### src/rtl/btn_debounce.sv
`default_nettype none
// ============================================================================
//  Module      : btn_debounce
//  Description : Per-button two-flop synchroniser, stable-count debounce,
//                one-cycle press/release pulses and typematic auto-repeat.
//  Revision    : 1.0  initial release
// ============================================================================
module btn_debounce #(
    parameter int N_BTN         = 5,
    parameter int STABLE_CYCLES = 2_000_000,
    parameter int REPEAT_DELAY  = 50_000_000,
    parameter int REPEAT_PERIOD = 10_000_000
) (
    input  logic             clk,
    input  logic             rst,
    input  logic [N_BTN-1:0] btn_pin_i,
    output logic [N_BTN-1:0] btn_level_o,
    output logic [N_BTN-1:0] btn_press_o,
    output logic [N_BTN-1:0] btn_release_o,
    output logic [N_BTN-1:0] btn_repeat_o
);

    // Debounce counter only ever needs to reach STABLE_CYCLES-1.
    localparam int unsigned c_DCNT_W = (STABLE_CYCLES > 1) ? $clog2(STABLE_CYCLES) : 1;
    // Hold counter serves both the initial delay and the repeat period.
    localparam int unsigned c_HOLD_MAX = (REPEAT_DELAY > REPEAT_PERIOD) ? REPEAT_DELAY : REPEAT_PERIOD;
    localparam int unsigned c_HCNT_W   = (c_HOLD_MAX > 1) ? $clog2(c_HOLD_MAX) : 1;

    localparam logic [c_DCNT_W-1:0] c_DCNT_LAST   = c_DCNT_W'(STABLE_CYCLES - 1);
    localparam logic [c_HCNT_W-1:0] c_DELAY_LAST  = c_HCNT_W'(REPEAT_DELAY - 1);
    localparam logic [c_HCNT_W-1:0] c_PERIOD_LAST = c_HCNT_W'(REPEAT_PERIOD - 1);

    typedef enum logic [1:0] {
        ST_IDLE        = 2'd0,
        ST_HOLD_DELAY  = 2'd1,
        ST_HOLD_REPEAT = 2'd2
    } state_t;

    for (genvar i = 0; i < N_BTN; i++) begin : g_chan
        logic                r_s1;
        logic                r_s2;
        logic                r_level;
        logic [c_DCNT_W-1:0] r_dcnt;
        state_t              r_state;
        state_t              w_state_nxt;
        logic [c_HCNT_W-1:0] r_hcnt;
        logic [c_HCNT_W-1:0] w_hcnt_nxt;
        logic                w_tick;
        logic                w_flip;
        logic                w_rise;
        logic                w_fall;
        logic                r_press;
        logic                r_release;
        logic                r_repeat;

        // The level flips on the edge where the mismatch has lasted STABLE_CYCLES edges.
        assign w_flip = (r_s2 != r_level) && (r_dcnt == c_DCNT_LAST);
        assign w_rise = w_flip &&  r_s2;
        assign w_fall = w_flip && !r_s2;

        // Synchroniser and stable-count debounce filter.
        always_ff @(posedge clk) begin
            if (rst) begin
                r_s1    <= 1'b0;
                r_s2    <= 1'b0;
                r_level <= 1'b0;
                r_dcnt  <= '0;
            end else begin
                r_s1 <= btn_pin_i[i];
                r_s2 <= r_s1;
                if (r_s2 == r_level) begin
                    r_dcnt <= '0;
                end else if (r_dcnt == c_DCNT_LAST) begin
                    r_level <= r_s2;
                    r_dcnt  <= '0;
                end else begin
                    r_dcnt <= r_dcnt + 1'b1;
                end
            end
        end

        // Repeat FSM state and hold counter register.
        always_ff @(posedge clk) begin
            if (rst) begin
                r_state <= ST_IDLE;
                r_hcnt  <= '0;
            end else begin
                r_state <= w_state_nxt;
                r_hcnt  <= w_hcnt_nxt;
            end
        end

        // Repeat FSM next state; a release edge overrides any coincident tick.
        always_comb begin
            w_state_nxt = r_state;
            w_hcnt_nxt  = r_hcnt;
            w_tick      = 1'b0;
            case (r_state)
                ST_IDLE: begin
                    if (w_rise) begin
                        w_state_nxt = ST_HOLD_DELAY;
                        w_hcnt_nxt  = '0;
                    end
                end
                ST_HOLD_DELAY: begin
                    if (r_hcnt == c_DELAY_LAST) begin
                        w_tick      = 1'b1;
                        w_hcnt_nxt  = '0;
                        w_state_nxt = ST_HOLD_REPEAT;
                    end else begin
                        w_hcnt_nxt = r_hcnt + 1'b1;
                    end
                end
                ST_HOLD_REPEAT: begin
                    if (r_hcnt == c_PERIOD_LAST) begin
                        w_tick     = 1'b1;
                        w_hcnt_nxt = '0;
                    end else begin
                        w_hcnt_nxt = r_hcnt + 1'b1;
                    end
                end
                default: begin
                    w_state_nxt = ST_IDLE;
                    w_hcnt_nxt  = '0;
                end
            endcase
            if (w_fall) begin
                w_state_nxt = ST_IDLE;
                w_hcnt_nxt  = '0;
                w_tick      = 1'b0;
            end
        end

        // Registered pulses aligned with the cycle the debounced level changes.
        always_ff @(posedge clk) begin
            if (rst) begin
                r_press   <= 1'b0;
                r_release <= 1'b0;
                r_repeat  <= 1'b0;
            end else begin
                r_press   <= w_rise;
                r_release <= w_fall;
                r_repeat  <= w_rise | w_tick;
            end
        end

        assign btn_level_o[i]   = r_level;
        assign btn_press_o[i]   = r_press;
        assign btn_release_o[i] = r_release;
        assign btn_repeat_o[i]  = r_repeat;
    end

endmodule
`default_nettype wire

### config.mk
export PLATFORM = sky130hd
export DESIGN_NAME = btn_debounce
export DESIGN_NICKNAME = d
export VERILOG_FILES = /design/src/rtl/btn_debounce.sv
export SDC_FILE = /design/constraint.sdc
export NUM_CORES = 1
export LEC_CHECK = 0
export BUFFER_PORTS_ARGS = -buffer_cell sky130_fd_sc_hd__buf_2
export CAP_MARGIN = 15
export CORE_MARGIN = 8
export CORE_UTILIZATION = 50
export DETAILED_ROUTE_END_ITERATION = 7
export PLACE_DENSITY = 0.63
export RECOVER_POWER = 25
export SYNTH_ARGS = -nofsm -noshare
export SYNTH_HDL_FRONTEND = slang
export SYNTH_SLANG_ARGS = --single-unit
### constraint.sdc
create_clock -name clk -period 3.35 [get_ports clk]
set_input_delay 0.67 -clock clk [delete_from_list [all_inputs] [get_ports clk]]
set_output_delay 0.67 -clock clk [all_outputs]
set_load 0.1 [all_outputs]
==> Word-level counts from Yosys, hierarchy flattened <==
Cells that the tools add are included.
{ "op_classes": {"n_addsub": 10, "n_eq_ne": 45, "mux": 55, "n_bitwise": 15, "reduce_logical": 45} }
{ "ops": {"columns": ["op", "n"], "rows": [
  ["two-way mux 26 bit", 15],
  ["one-hot mux 26 bit (3 select lines)", 5],
  ["adder 26 x 1 -> 26 bit, second input constant", 5],
  ["== test 26 x 24 -> 1 bit, second input constant", 5],
  ["== test 26 bit, second input constant", 5],
  ["adder 21 x 1 -> 21 bit, second input constant", 5],
  ["== test 21 bit, second input constant", 5],
  ["one-hot mux 2 bit (3 select lines)", 5],
  ["two-way mux 2 bit", 10],
  ["!= test 2 bit, second input constant", 10],
  ["logical AND 1 bit", 15],
  ["two-way mux 1 bit", 15],
  ["AND reduction 3 bit", 5],
  ["OR reduction 3 bit", 5],
  ["== test 2 x 1 -> 1 bit, second input constant", 5],
  ["== test 2 bit, second input constant", 5],
  ["logical NOT 2 bit", 5],
  ["inverter 1 bit", 10],
  ["one-hot mux 1 bit (2 select lines)", 5],
  ["AND reduction 2 bit", 5],
  ["OR reduction 2 bit", 5],
  ["== test 1 bit", 5],
  ["logical NOT 1 bit", 5],
  ["!= test 1 bit", 5],
  ["bitwise OR 1 bit", 5]
]} }
{ "word_totals": {"regBits": 275, "inputBits": 7, "output_inout_bits": 20} }

==> Longest topological paths before layout <==
Gate-level depths: netlist of run 1.
{ "logic_depth": {"word_depth": 5, "ltp_mapped": 10} }

==> Worst setup path after synthesis of run 1 <==
OpenSTA, ideal clock, no wires.
{ "synth_timing": {"kind": "reg2reg", "from": "register g_chan[4].r_hcnt[0]", "to": "register g_chan[4].r_hcnt[13]", "arrival_ps": 2350, "slack_ps": 870, "stages_incl_launch_ff": 10, "period_less_slack_ps": 2480, "cell_sequence": "dfxtp_1 -> ha_1 -> nand3_1 -> or4_4 -> o41ai_4 -> a21boi_2 -> buf_6 -> buf_6 -> a32oi_1 -> o31ai_1"} }
{ "synth_between": {"elab_chain_cells": 3} }
{ "synth_lines": {"columns": ["item", "line", "source"], "rows": [
  ["start, declared", "46", "logic [c_HCNT_W-1:0] r_hcnt;"],
  ["start signal, assigned", "89", "r_hcnt <= w_hcnt_nxt;"],
  ["adder 26 x 1 -> 26 bit (tied with other cells)", "111, 119", null],
  ["two-way mux 26 bit, on equally long branches", "115, 106", null],
  ["one-hot mux 26 bit (3 select lines) (*)", "98", "case (r_state)"]
]} }
Mark *: on every way between the ends. The rest lies on a longest branch, timed or not.
A chain may end at the register's enable or synchronous reset.

==> Final worst setup path of run 1 <==
{ "layout_timing": {"from": "register g_chan[2].r_hcnt[0]", "to": "register g_chan[2].r_hcnt[13]"} }
{ "layout_between": {"elab_chain_cells": 3} }
{ "layout_lines": {"columns": ["item", "line"], "rows": [
  ["start, declared", "46"],
  ["start signal, assigned", "89"],
  ["adder 26 x 1 -> 26 bit (tied with other cells)", "111, 119"],
  ["two-way mux 26 bit, on equally long branches", "115, 106"],
  ["one-hot mux 26 bit (3 select lines) (*)", "98"]
]} }
Marks and branches as above.

==> results.md, run 1 <==
* 448 nW/um2 — Cell Pwr Density
* 0 — number of buffer and inverter instances along the worst setup path
* 14,600 um — met1 wire length
* 52,500 um — global-route wire length before repair
* flop — Worst setup SP type
* 61 — number of placement rows
* 0.396 — part of the Yosys area used for sequential elements
* 6 — number of detailed-routing iterations run before antenna repair
* 275 — total of flip-flops plus latches after synthesis
* flop — Critical Path Sink Type
* no — RSZ-0062 raised after global routing
* 20,400 um — HPWL Detailed
* 275 — clock net sink count
* 0.0134 ns — clock skew after layout
* yes — clock tree from TritonCTS
* 366 MHz — Fmax achieved
* 14.6 um — post-DR wirelength/cell
* 5.73 — DR vias/cell
* 27,600 um2 — placeable core region
* 849 — starting DRC count in detailed routing
* sky130_fd_sc_hd__a21boi_2 — cell at the slowest stage of the critical path
* 3.15 ns — CP Data Arrival Time
* sky130_fd_sc_hd__dfxtp_1 — most common cell in the netlist
* 3 — Clock Path Buffers
* 4.95 nW — leakage power
* 10.5% — synthesis-to-finish area growth
* 0 — post-cts sizing count
* sky130_fd_sc_hd__clkbuf_16 — library cell used as clock root buffer
* 0 — share of async-settable or async-resettable flops after synthesis
* 0 — CTS Hold Bufs
* 0.0641 — fraction of final layout cells with drive strength greater than 1
* 0 — DRT antenna net count
* in -> reg — path category of the worst min-delay check
* 1,659 — cells after synthesis
* 0 — Yosys warning count
* 74 — post-synthesis cell type count
* 183 um — vertical die dimension
* 0.396 — Synth top area share
* 0 — initial antenna violation count
* 0.815 — final worst-path cycle share
* 0.06 ns — clock transition at the register clock pins on the worst setup and hold paths after CTS
* sky130_fd_sc_hd__dfxtp_1 — prevailing post-synth register cell
* 0 — total overflow reported by the global router
* 2 — # H-tree levels
* 0.75 ns — critical path's largest stage delay
* 2.73 ns — post-layout minimum cycle time
* 0 — number of synthesized flops with an enable pin
* 183 um — x dimension of the die
* compound AO/OA/AOI/OAI gates — cell family with the largest share of critical-path delay
* 1,701 — number of nets in the layout
* ha_1, and4_1, nand3_1, o31ai_1, a21boi_2, or4b_2, a31oi_1 — cells along the critical path
* 275 x sky130_fd_sc_hd__dfxtp_1, 218 x sky130_fd_sc_hd__nor2_1, 133 x sky130_fd_sc_hd__nand2_1 — most frequent cells after synthesis
* 1180 um — sum of met3 wire segment lengths after detailed routing
* 1,696 — Synthesized Nets
* 0.822 — weighted congestion reported at the end of routability-driven placement
* sky130_fd_sc_hd__dfxtp_1 — cell taking the most area after synthesis
* 31 — largest net degree at the start of global routing
* 0 — pins over their slew limit
* reg -> reg — class of the most critical setup path
* 0 — number of DRC violations after detailed routing
* met4 — highest signal layer in the routed design
* 11,000 — vias in the first global route
* 1.47 ns — transition time at the pin with the least slew margin
* 0 — final count of hold timing violations
* sky130_fd_sc_hd__dfxtp_1 40%, sky130_fd_sc_hd__nor2_1 5.9%, sky130_fd_sc_hd__xor2_1 5.0% — top area cells in the synthesized netlist
* 0.504 — initial standard-cell utilization of the core
* 22 — Critical Path Fanout Max
* 34 — CTS buffer count
* 33,400 um2 — total die area
* 11,800 — overall via count from detail_route
* 3.78 ns — required time reported for the critical path endpoint
* 8.38 um2 — Avg Inst Size Synth
* 0.376 ns — Hold Worst Slack
* 0 — post-CTS setup-driven buffer insertion count
* 13,900 um2 — cell area after synthesis
* 26 — Port Buf Inserts
* 0 — antenna cell count
* 0 ns — Setup TNS
* 0 — Final setup viols
* 30,200 um — Total Routed Length
* 0.181 — global routing usage summed across all routing layers
* finished clean — result of the run
* 0.00688 W — power after layout
* 0.51 ns — clock network latency to the later pin of the worst-skew pair
* 0.0177 — headroom to the max-slew limit
* 13,700 um — routed length on met2
* 0.358 mV — worst ir drop on vdd
* 0 — max capacitance violation total
* 27 — top-level I/O count
-- report_power, final --
part / switching (W) / internal (W)
sequential: 0.00000618 / 0.00328
clock: 0.00135 / 0.00213
combinational: 0.0000883 / 0.0000332
total: 0.00144 / 0.00544
-- path summary, 6_finish.rpt --
check                       from                    to  slack (ns)  cells after the start
max          g_chan[2].r_hcnt[0]  g_chan[2].r_hcnt[13]        0.62                      7
min                 btn_pin_i[2]        g_chan[2].r_s1        0.38                      2
max reg2reg  g_chan[2].r_hcnt[0]  g_chan[2].r_hcnt[13]        0.62                      7
min reg2reg       g_chan[3].r_s1        g_chan[3].r_s2        0.43                      1
-- worst register-to-register path, delay by kind of cell (launching register included) --
| kind | cells | cell delay [ns] |
|---|---|---|
| compound gates | 3 | 1.07 |
| flops | 1 | 0.34 |
| fa+ha+maj | 1 | 0.26 |
| simple gates | 3 | 1.00 |
-- per-layer routing --
metal  up-vias  global-route usage
li1       6040                   -
met1      5500               0.239
met2       219               0.297
met3        60              0.0288
met4         0              0.0594
met5         -                   0
-- per-stage QoR --
stage,util,area (um2),cells,worst slack (ns)
global route,0.557,15400,2064,0.445
global placement,0.520,14300,2006,0.708
detailed placement,0.520,14300,2006,0.663
finish,0.557,15400,2064,0.621
CTS,0.558,15400,2064,0.650
floorplan,-,13900,1659,0.870
-- cells by family after synthesis --
family / count (synthesis) / share of synthesized area
simple gates: 837 / 0.319
flops: 275 / 0.396
compound gates: 260 / 0.136
xor+xnor: 121 / 0.0763
buf+inv: 132 / 0.0425
mux: 4 / 0.00288
fa+ha+maj: 30 / 0.0270
-- state kept, by name, summed over array words and instances, names as in the netlist --
| register | count |
|---|---|
| g_chan.r_hcnt | 130 |
| g_chan.r_dcnt | 105 |
| g_chan.r_state | 10 |
| g_chan.r_level | 5 |
| g_chan.r_press | 5 |
| g_chan.r_release | 5 |
| g_chan.r_repeat | 5 |
| g_chan.r_s1 | 5 |
| g_chan.r_s2 | 5 |
-- area by class of cell --
class | instances | area [um2]
inverter | 42 | 158
fill | 2512 | 12200
tap | 378 | 473
clock buffer | 51 | 996
multi-input combinational | 1252 | 7810
clock inverter | 7 | 67.6
timing repair buffer | 59 | 344
sequential | 275 | 5510
-- cells in the final DEF, fill, tap and decap left out, types with 8 or more instances in the layout --
master / instances
sky130_fd_sc_hd__dfxtp_1: 275
sky130_fd_sc_hd__nor2_1: 218
sky130_fd_sc_hd__nand2_1: 133
sky130_fd_sc_hd__nand3_1: 122
sky130_fd_sc_hd__xor2_1: 79
sky130_fd_sc_hd__nand4_1: 67
sky130_fd_sc_hd__and3_1: 62
sky130_fd_sc_hd__o31ai_1: 46
sky130_fd_sc_hd__nor3_1: 43
sky130_fd_sc_hd__inv_1: 42
sky130_fd_sc_hd__xnor2_1: 42
sky130_fd_sc_hd__o21ai_0: 37
sky130_fd_sc_hd__a22oi_1: 37
sky130_fd_sc_hd__clkbuf_16: 35
sky130_fd_sc_hd__clkbuf_1: 33
sky130_fd_sc_hd__buf_4: 31
sky130_fd_sc_hd__ha_1: 30
sky130_fd_sc_hd__a21oi_1: 27
sky130_fd_sc_hd__and4_1: 26
sky130_fd_sc_hd__nor4_1: 26
sky130_fd_sc_hd__a31oi_1: 24
sky130_fd_sc_hd__nor2b_1: 22
sky130_fd_sc_hd__nor4b_1: 17
sky130_fd_sc_hd__nand2b_1: 11
sky130_fd_sc_hd__and2_1: 11
sky130_fd_sc_hd__nor4bb_1: 11
sky130_fd_sc_hd__or2_2: 10
sky130_fd_sc_hd__or3_1: 10
sky130_fd_sc_hd__a22o_1: 9
sky130_fd_sc_hd__o31a_1: 8
sky130_fd_sc_hd__nand4b_1: 8
sky130_fd_sc_hd__a32oi_1: 8
sky130_fd_sc_hd__a221o_1: 8
Note: power is estimated with default switching activity, not from simulation.
==> run 2, diff against run 1 <==
clock period = 2.8 ns   (was 3.35 ns; I/O delays follow)
==> run 2 against run 1 <==
Net effect: final cell count grew 0.53%; count of clock-buffer cells in the layout shrank 1; first-iteration DRC count shrank 9.7%; register-to-register slack worse by 0.46 ns; routed wire length rose by 0.63%; clock power rose by 7.5%; die area stayed put; highest routed layer unchanged.
==> results.md, run 2 (synthesis results as in run 1) <==
* finished clean — result of the run
* 20,600 um — HPWL Detailed
* 15,400 um2 — Non-Filler Cell Area, Final
* 0.0266 — GR met3 Demand/Resource
* 27 — largest net degree at the start of global routing
* 5.75 — DR vias/cell
* 0 ns — Setup TNS
* 14,500 um2 — Area after DPL
* 0.839 — weighted congestion reported at the end of routability-driven placement
* 2.64 ns — post-layout minimum cycle time
* or4_1, or4_4, o41ai_4, a21boi_2, nand3_1, buf_4, o21ai_0 — cells along the critical path
* 0 — max capacitance violation total
* 183 um — x dimension of the die
* 183 um — vertical die dimension
* 0.406 mV — worst ir drop on vdd
* met2 — global routing's busiest layer
* g_chan.r_hcnt — register with the highest flop count
* 0 — initial antenna violation count
* 379 MHz — Fmax achieved
* 27 — top-level I/O count
* 0.943 — final worst-path cycle share
* 31 — CTS buffer count
* 0.56 ns — clock network latency to the later pin of the worst-skew pair
* in -> reg — path category of the worst min-delay check
* 3.23 ns — required time reported for the critical path endpoint
* 33,400 um2 — total die area
* 14.7 um — post-DR wirelength/cell
* 5 — number of detailed-routing iterations run before antenna repair
* 0.178 — global routing usage summed across all routing layers
* 7 — Worst path depth
* 0.00799 ns — clock skew after layout
* 1.29 ns — transition time at the pin with the least slew margin
* 2 — hold path cells
* 0.0666 — fraction of final layout cells with drive strength greater than 1
* 0.296 — met2 usage in global routing
* 0.137 — headroom to the max-slew limit
* 10.5% — synthesis-to-finish area growth
* 0 — post-CTS setup-driven buffer insertion count
* 275 x sky130_fd_sc_hd__dfxtp_1, 218 x sky130_fd_sc_hd__nor2_1, 132 x sky130_fd_sc_hd__nand2_1 — commonest cells after routing, fill and taps aside
* 0 — DRT antenna net count
* g_chan[4].r_hcnt[7] — launching instance or port of the critical path
* 11,000 — vias in the first global route
* sky130_fd_sc_hd__dfxtp_1 — most frequent standard cell in the layout excluding fill and tap cells
* 1 — # H-tree levels
* flop — Worst setup SP type
* 1 — number of buffer and inverter instances along the worst setup path
* yes — RSZ-0062 raised after global routing
* yes — clock tree from TritonCTS
* 0 — number of DRC violations after detailed routing
* 3.07 ns — CP Data Arrival Time
* 509 nW/um2 — Cell Pwr Density
* 130 — Largest register FFs
* 26 — Port Buf Inserts
* 1,714 — number of nets in the layout
* simple AND/OR/NAND/NOR gates — cell family with the largest share of critical-path delay
* flop — Critical Path Sink Type
* btn_pin_i[4] — hold path startpoint
* sky130_fd_sc_hd__or4_1 — cell at the slowest stage of the critical path
* 0 — total overflow reported by the global router
* 0.56 ns — critical path's largest stage delay
* 27,600 um2 — placeable core region
* 0 — Final setup viols
* g_chan[4].r_hcnt[7] — worst reg2reg startpoint
* 30,400 um — Total Routed Length
* 2,075 — final std cells w/o fill
* 3 — Clock Path Buffers
* 0.239 — global routing usage on met1
* 0.504 — initial standard-cell utilization of the core
* 0.06 ns — clock transition at the register clock pins on the worst setup and hold paths after CTS
* 0 — antenna cell count
* reg -> reg — class of the most critical setup path
* g_chan.r_hcnt: 130 flops, g_chan.r_dcnt: 105 flops, g_chan.r_state: 10 flops — largest registers
* sky130_fd_sc_hd__clkbuf_16 — library cell used as clock root buffer
* 52,200 um — global-route wire length before repair
* 61 — number of placement rows
* 0 — final count of hold timing violations
* 7 — Reg2Reg Depth
* 4.96 nW — leakage power
* 767 — starting DRC count in detailed routing
* 275 — clock net sink count
* 11,900 — overall via count from detail_route
* 20 — Critical Path Fanout Max
* 0 — pins over their slew limit
* 2,022 — dpl cells
run 2: cell types whose count changed in the layout (fill, tap and decap cells not counted), moves of 3 or more:
cell and delta:
sky130_fd_sc_hd__buf_4 +10, sky130_fd_sc_hd__clkbuf_16 -4, sky130_fd_sc_hd__clkbuf_1 +7, sky130_fd_sc_hd__clkinv_2 -3
run 2: area by class of cell:
cell class | count | area, um2
flip-flops and latches | 275 | 5510
clock buffers | 50 | 907
well taps | 378 | 473
fillers | 2542 | 12200
multi-input cells | 1252 | 7830
repair buffers | 75 | 459
clock inverters | 3 | 21.3
inverters | 42 | 158
run 2: stage by stage:
step                hold slack, ns  setup WS [ns]  utilization  power, W
floorplan                    0.414          0.320            -   0.00411
global placement             0.425          0.158        0.525   0.00417
detailed placement           0.430         0.0902        0.525   0.00417
CTS                          0.200         0.0562        0.558   0.00793
global route                 0.198        -0.0279        0.557   0.00810
finish                       0.224          0.161        0.557   0.00781
run 2: repair_timing:
item / 4_1_cts / 5_1_grt
endpoints found under the setup margin: 0 / 6
gates resized for setup: 0 / 4
hold endpoints to repair: 0 / 0
hold buffers: 0 / 0
run 2: routing by layer:
| metal | up-vias | routed length (um) |
|---|---|---|
| li1 | 6085 | - |
| met1 | 5589 | 14900 |
| met2 | 217 | 13700 |
| met3 | 49 | 1200 |
| met4 | 0 | 616 |
| met5 | - | 0 |
run 2: final timing paths:
kind | endpoint | slack, ns
setup / recovery | g_chan[4].r_hcnt[11] | 0.16
setup reg to reg | g_chan[4].r_hcnt[11] | 0.16
hold / removal | g_chan[4].r_s1 | 0.22
hold reg to reg | g_chan[1].r_s2 | 0.44
run 2: report_power, final:
group | switching, W | internal [W] | total (W)
registers | 0.00000730 | 0.00392 | 0.00393
logic | 0.000107 | 0.0000413 | 0.000148
clock network | 0.00155 | 0.00218 | 0.00373
total | 0.00166 | 0.00615 | 0.00781
run 2: worst reg2reg max path: cells and delay by family (launching register included):
family,cells,cell delay (ns)
and+or+nand+nor,3,1.14
AOI/OAI and AO/OA,3,0.75
DFF,1,0.35
buffers and inverters,1,0.27
==> run 3, diff against run 2 <==
PLACE_DENSITY = 0.74   (was 0.63)
==> run 3 against run 2 <==
Net effect: fmax rose by 0.81%; worst setup slack improved by 0.021 ns; count of clock-buffer cells in the layout fell by 12; routed wire length fell by 0.19%; cell area rose by 0.42%; combinational power barely moved; via count rose by 0.85%; sequential share of layout area fell by 0.15 points; global-route usage barely moved; critical path depth fell by 1; clock power rose by 6.7%; largest cell class unchanged; largest power group is now the clock network.
==> results.md, run 3 (synthesis results as in run 1) <==
* finished clean — result of the run
* 0.0227 — GR met3 Demand/Resource
* no — RSZ-0062 raised after global routing
* 183 um — vertical die dimension
* 5.00 nW — leakage power
* 0.212 ns — Hold Worst Slack
* 30 — CTS buffer count
* 0.182 ns — worst setup slack after layout
* 0 — initial antenna violation count
* 27,600 um2 — placeable core region
* 0.018 — portion of total power attributed to combinational logic
* g_chan[0].r_hcnt[15] — reg-to-reg critical path endpoint
* 12,000 — overall via count from detail_route
* 0.303 — met2 usage in global routing
* 2,069 — final std cells w/o fill
* met2 — global routing's busiest layer
* 0.839 — weighted congestion reported at the end of routability-driven placement
* 0 — total overflow reported by the global router
* 27 — largest net degree at the start of global routing
* 33,400 um2 — total die area
* sky130_fd_sc_hd__dfxtp_1 — most frequent standard cell in the layout excluding fill and tap cells
* in -> reg — path category of the worst min-delay check
* 5.82 — DR vias/cell
* 26 — Port Buf Inserts
* 130 — Largest register FFs
* 0.0781 ns — worst slack at placement
* 275 x sky130_fd_sc_hd__dfxtp_1, 218 x sky130_fd_sc_hd__nor2_1, 133 x sky130_fd_sc_hd__nand2_1 — commonest cells after routing, fill and taps aside
* 0.00167 W — switching power total
* 0.00639 W — internal power
* 20,500 um — HPWL Detailed
* 0.935 — final worst-path cycle share
* 0.504 — initial standard-cell utilization of the core
* 0.0134 ns — clock skew after layout
* 2 — hold path cells
* 0.238 — global routing usage on met1
* 1,708 — number of nets in the layout
* 0 ns — Setup TNS
* 0.0506 — headroom to the max-slew limit
* 0.06 ns — clock transition at the register clock pins on the worst setup and hold paths after CTS
* flop — Critical Path Sink Type
* 0 — max capacitance violation total
* 382 MHz — Fmax achieved
* 5 — number of detailed-routing iterations run before antenna repair
* 61 — number of placement rows
* 0.434 mV — worst ir drop on vdd
* 1.42 ns — transition time at the pin with the least slew margin
* 12 — Critical Path Fanout Max
* btn_pin_i[2] — hold path startpoint
* 27 — top-level I/O count
* 0 — DRT antenna net count
* 0.18 ns — worst-case register-to-register setup slack
* sky130_fd_sc_hd__clkbuf_16 — library cell used as clock root buffer
* g_chan[2].r_s1 — worst hold endpoint
* 0.207 — switching portion of total power
* 0 — antenna cell count
* 0.494 — power share of the clock group
* 183 um — x dimension of the die
* 11.0% — synthesis-to-finish area growth
* reg -> reg — class of the most critical setup path
* 0 — Final setup viols
* 30,400 um — Total Routed Length
* 2.62 ns — post-layout minimum cycle time
* 0.55 ns — clock network latency to the later pin of the worst-skew pair
* g_chan[0].r_hcnt[14] — worst reg2reg startpoint
* 275 — clock net sink count
* 0 — pins over their slew limit
* 52,500 um — global-route wire length before repair
* 1 — # H-tree levels
* 3.23 ns — required time reported for the critical path endpoint
* 895 — starting DRC count in detailed routing
* 0.0733 — fraction of final layout cells with drive strength greater than 1
* 0.488 — share of power burned in registers
* 0.179 — global routing usage summed across all routing layers
* g_chan.r_hcnt — register with the highest flop count
* 2,017 — dpl cells
* 14.7 um — post-DR wirelength/cell
* yes — clock tree from TritonCTS
* 6 — Reg2Reg Depth
* 0 — final count of hold timing violations
* flop — Worst setup SP type
* g_chan.r_hcnt: 130 flops, g_chan.r_dcnt: 105 flops, g_chan.r_state: 10 flops — largest registers
* 0 — number of DRC violations after detailed routing
* 3.05 ns — CP Data Arrival Time
* 11,300 — vias in the first global route
* 523 nW/um2 — Cell Pwr Density
* 3 — Clock Path Buffers
## run 3: through the flow
stage | utilization | cell area (um2) | power (W)
after floorplan | - | 13900 | 0.00411
after global routing | 0.560 | 15400 | 0.00833
after global placement | 0.523 | 14400 | 0.00416
final | 0.560 | 15400 | 0.00806
after CTS | 0.560 | 15400 | 0.00817
after detailed placement | 0.523 | 14400 | 0.00416
## run 3: layout make-up
type                    count  area (um2)
clock inverters            14         150
clock buffers              38         862
well taps                 378         473
inverters                  42         158
fillers                  2484       12100
multi-input cells        1252        7840
repair buffers             70         428
flip-flops and latches    275        5510
## run 3: worst max-delay path by stage
stage	from	slack (ns)	depth (start not counted)	to
CTS	g_chan[2].r_hcnt[0]	0.05	7	g_chan[2].r_hcnt[24]
global route	g_chan[2].r_hcnt[0]	0.03	7	g_chan[2].r_hcnt[24]
finish	g_chan[0].r_hcnt[14]	0.18	6	g_chan[0].r_hcnt[15]
floorplan	g_chan[4].r_hcnt[0]	0.32	9	g_chan[4].r_hcnt[13]
global placement	g_chan[2].r_hcnt[0]	0.16	7	g_chan[2].r_hcnt[24]
detailed placement	g_chan[2].r_hcnt[0]	0.08	7	g_chan[2].r_hcnt[24]
## run 3: power groups by stage
stage / sequential (W) / combinational (W) / clock, W
after floorplan: 0.00401 / 0.0000962 / 0
after global placement: 0.00402 / 0.000143 / 0
after detailed placement: 0.00402 / 0.000146 / 0
after CTS: 0.00393 / 0.000147 / 0.00409
after global routing: 0.00393 / 0.000161 / 0.00424
final: 0.00393 / 0.000145 / 0.00398
## run 3: layer usage
metal	vias to the layer above	wire, um
met5	-	0
met4	0	446
met3	37	1270
met2	231	14200
met1	5705	14400
li1	6069	-
## run 3: what timing repair did
action,CTS,global route
endpoints found under the setup margin,0,19
hold endpoints to repair,0,0
setup buffers,0,0
hold buffers,0,0
resized for setup,0,7
## run 3: critical path, stage by stage (launching register included)
cell	delay (ns)
sky130_fd_sc_hd__dfxtp_1	0.46
sky130_fd_sc_hd__or4bb_1	0.51
sky130_fd_sc_hd__nor4_1	0.43
sky130_fd_sc_hd__a21boi_1	0.18
sky130_fd_sc_hd__o21a_1	0.37
sky130_fd_sc_hd__and2_1	0.24
sky130_fd_sc_hd__a221o_1	0.32
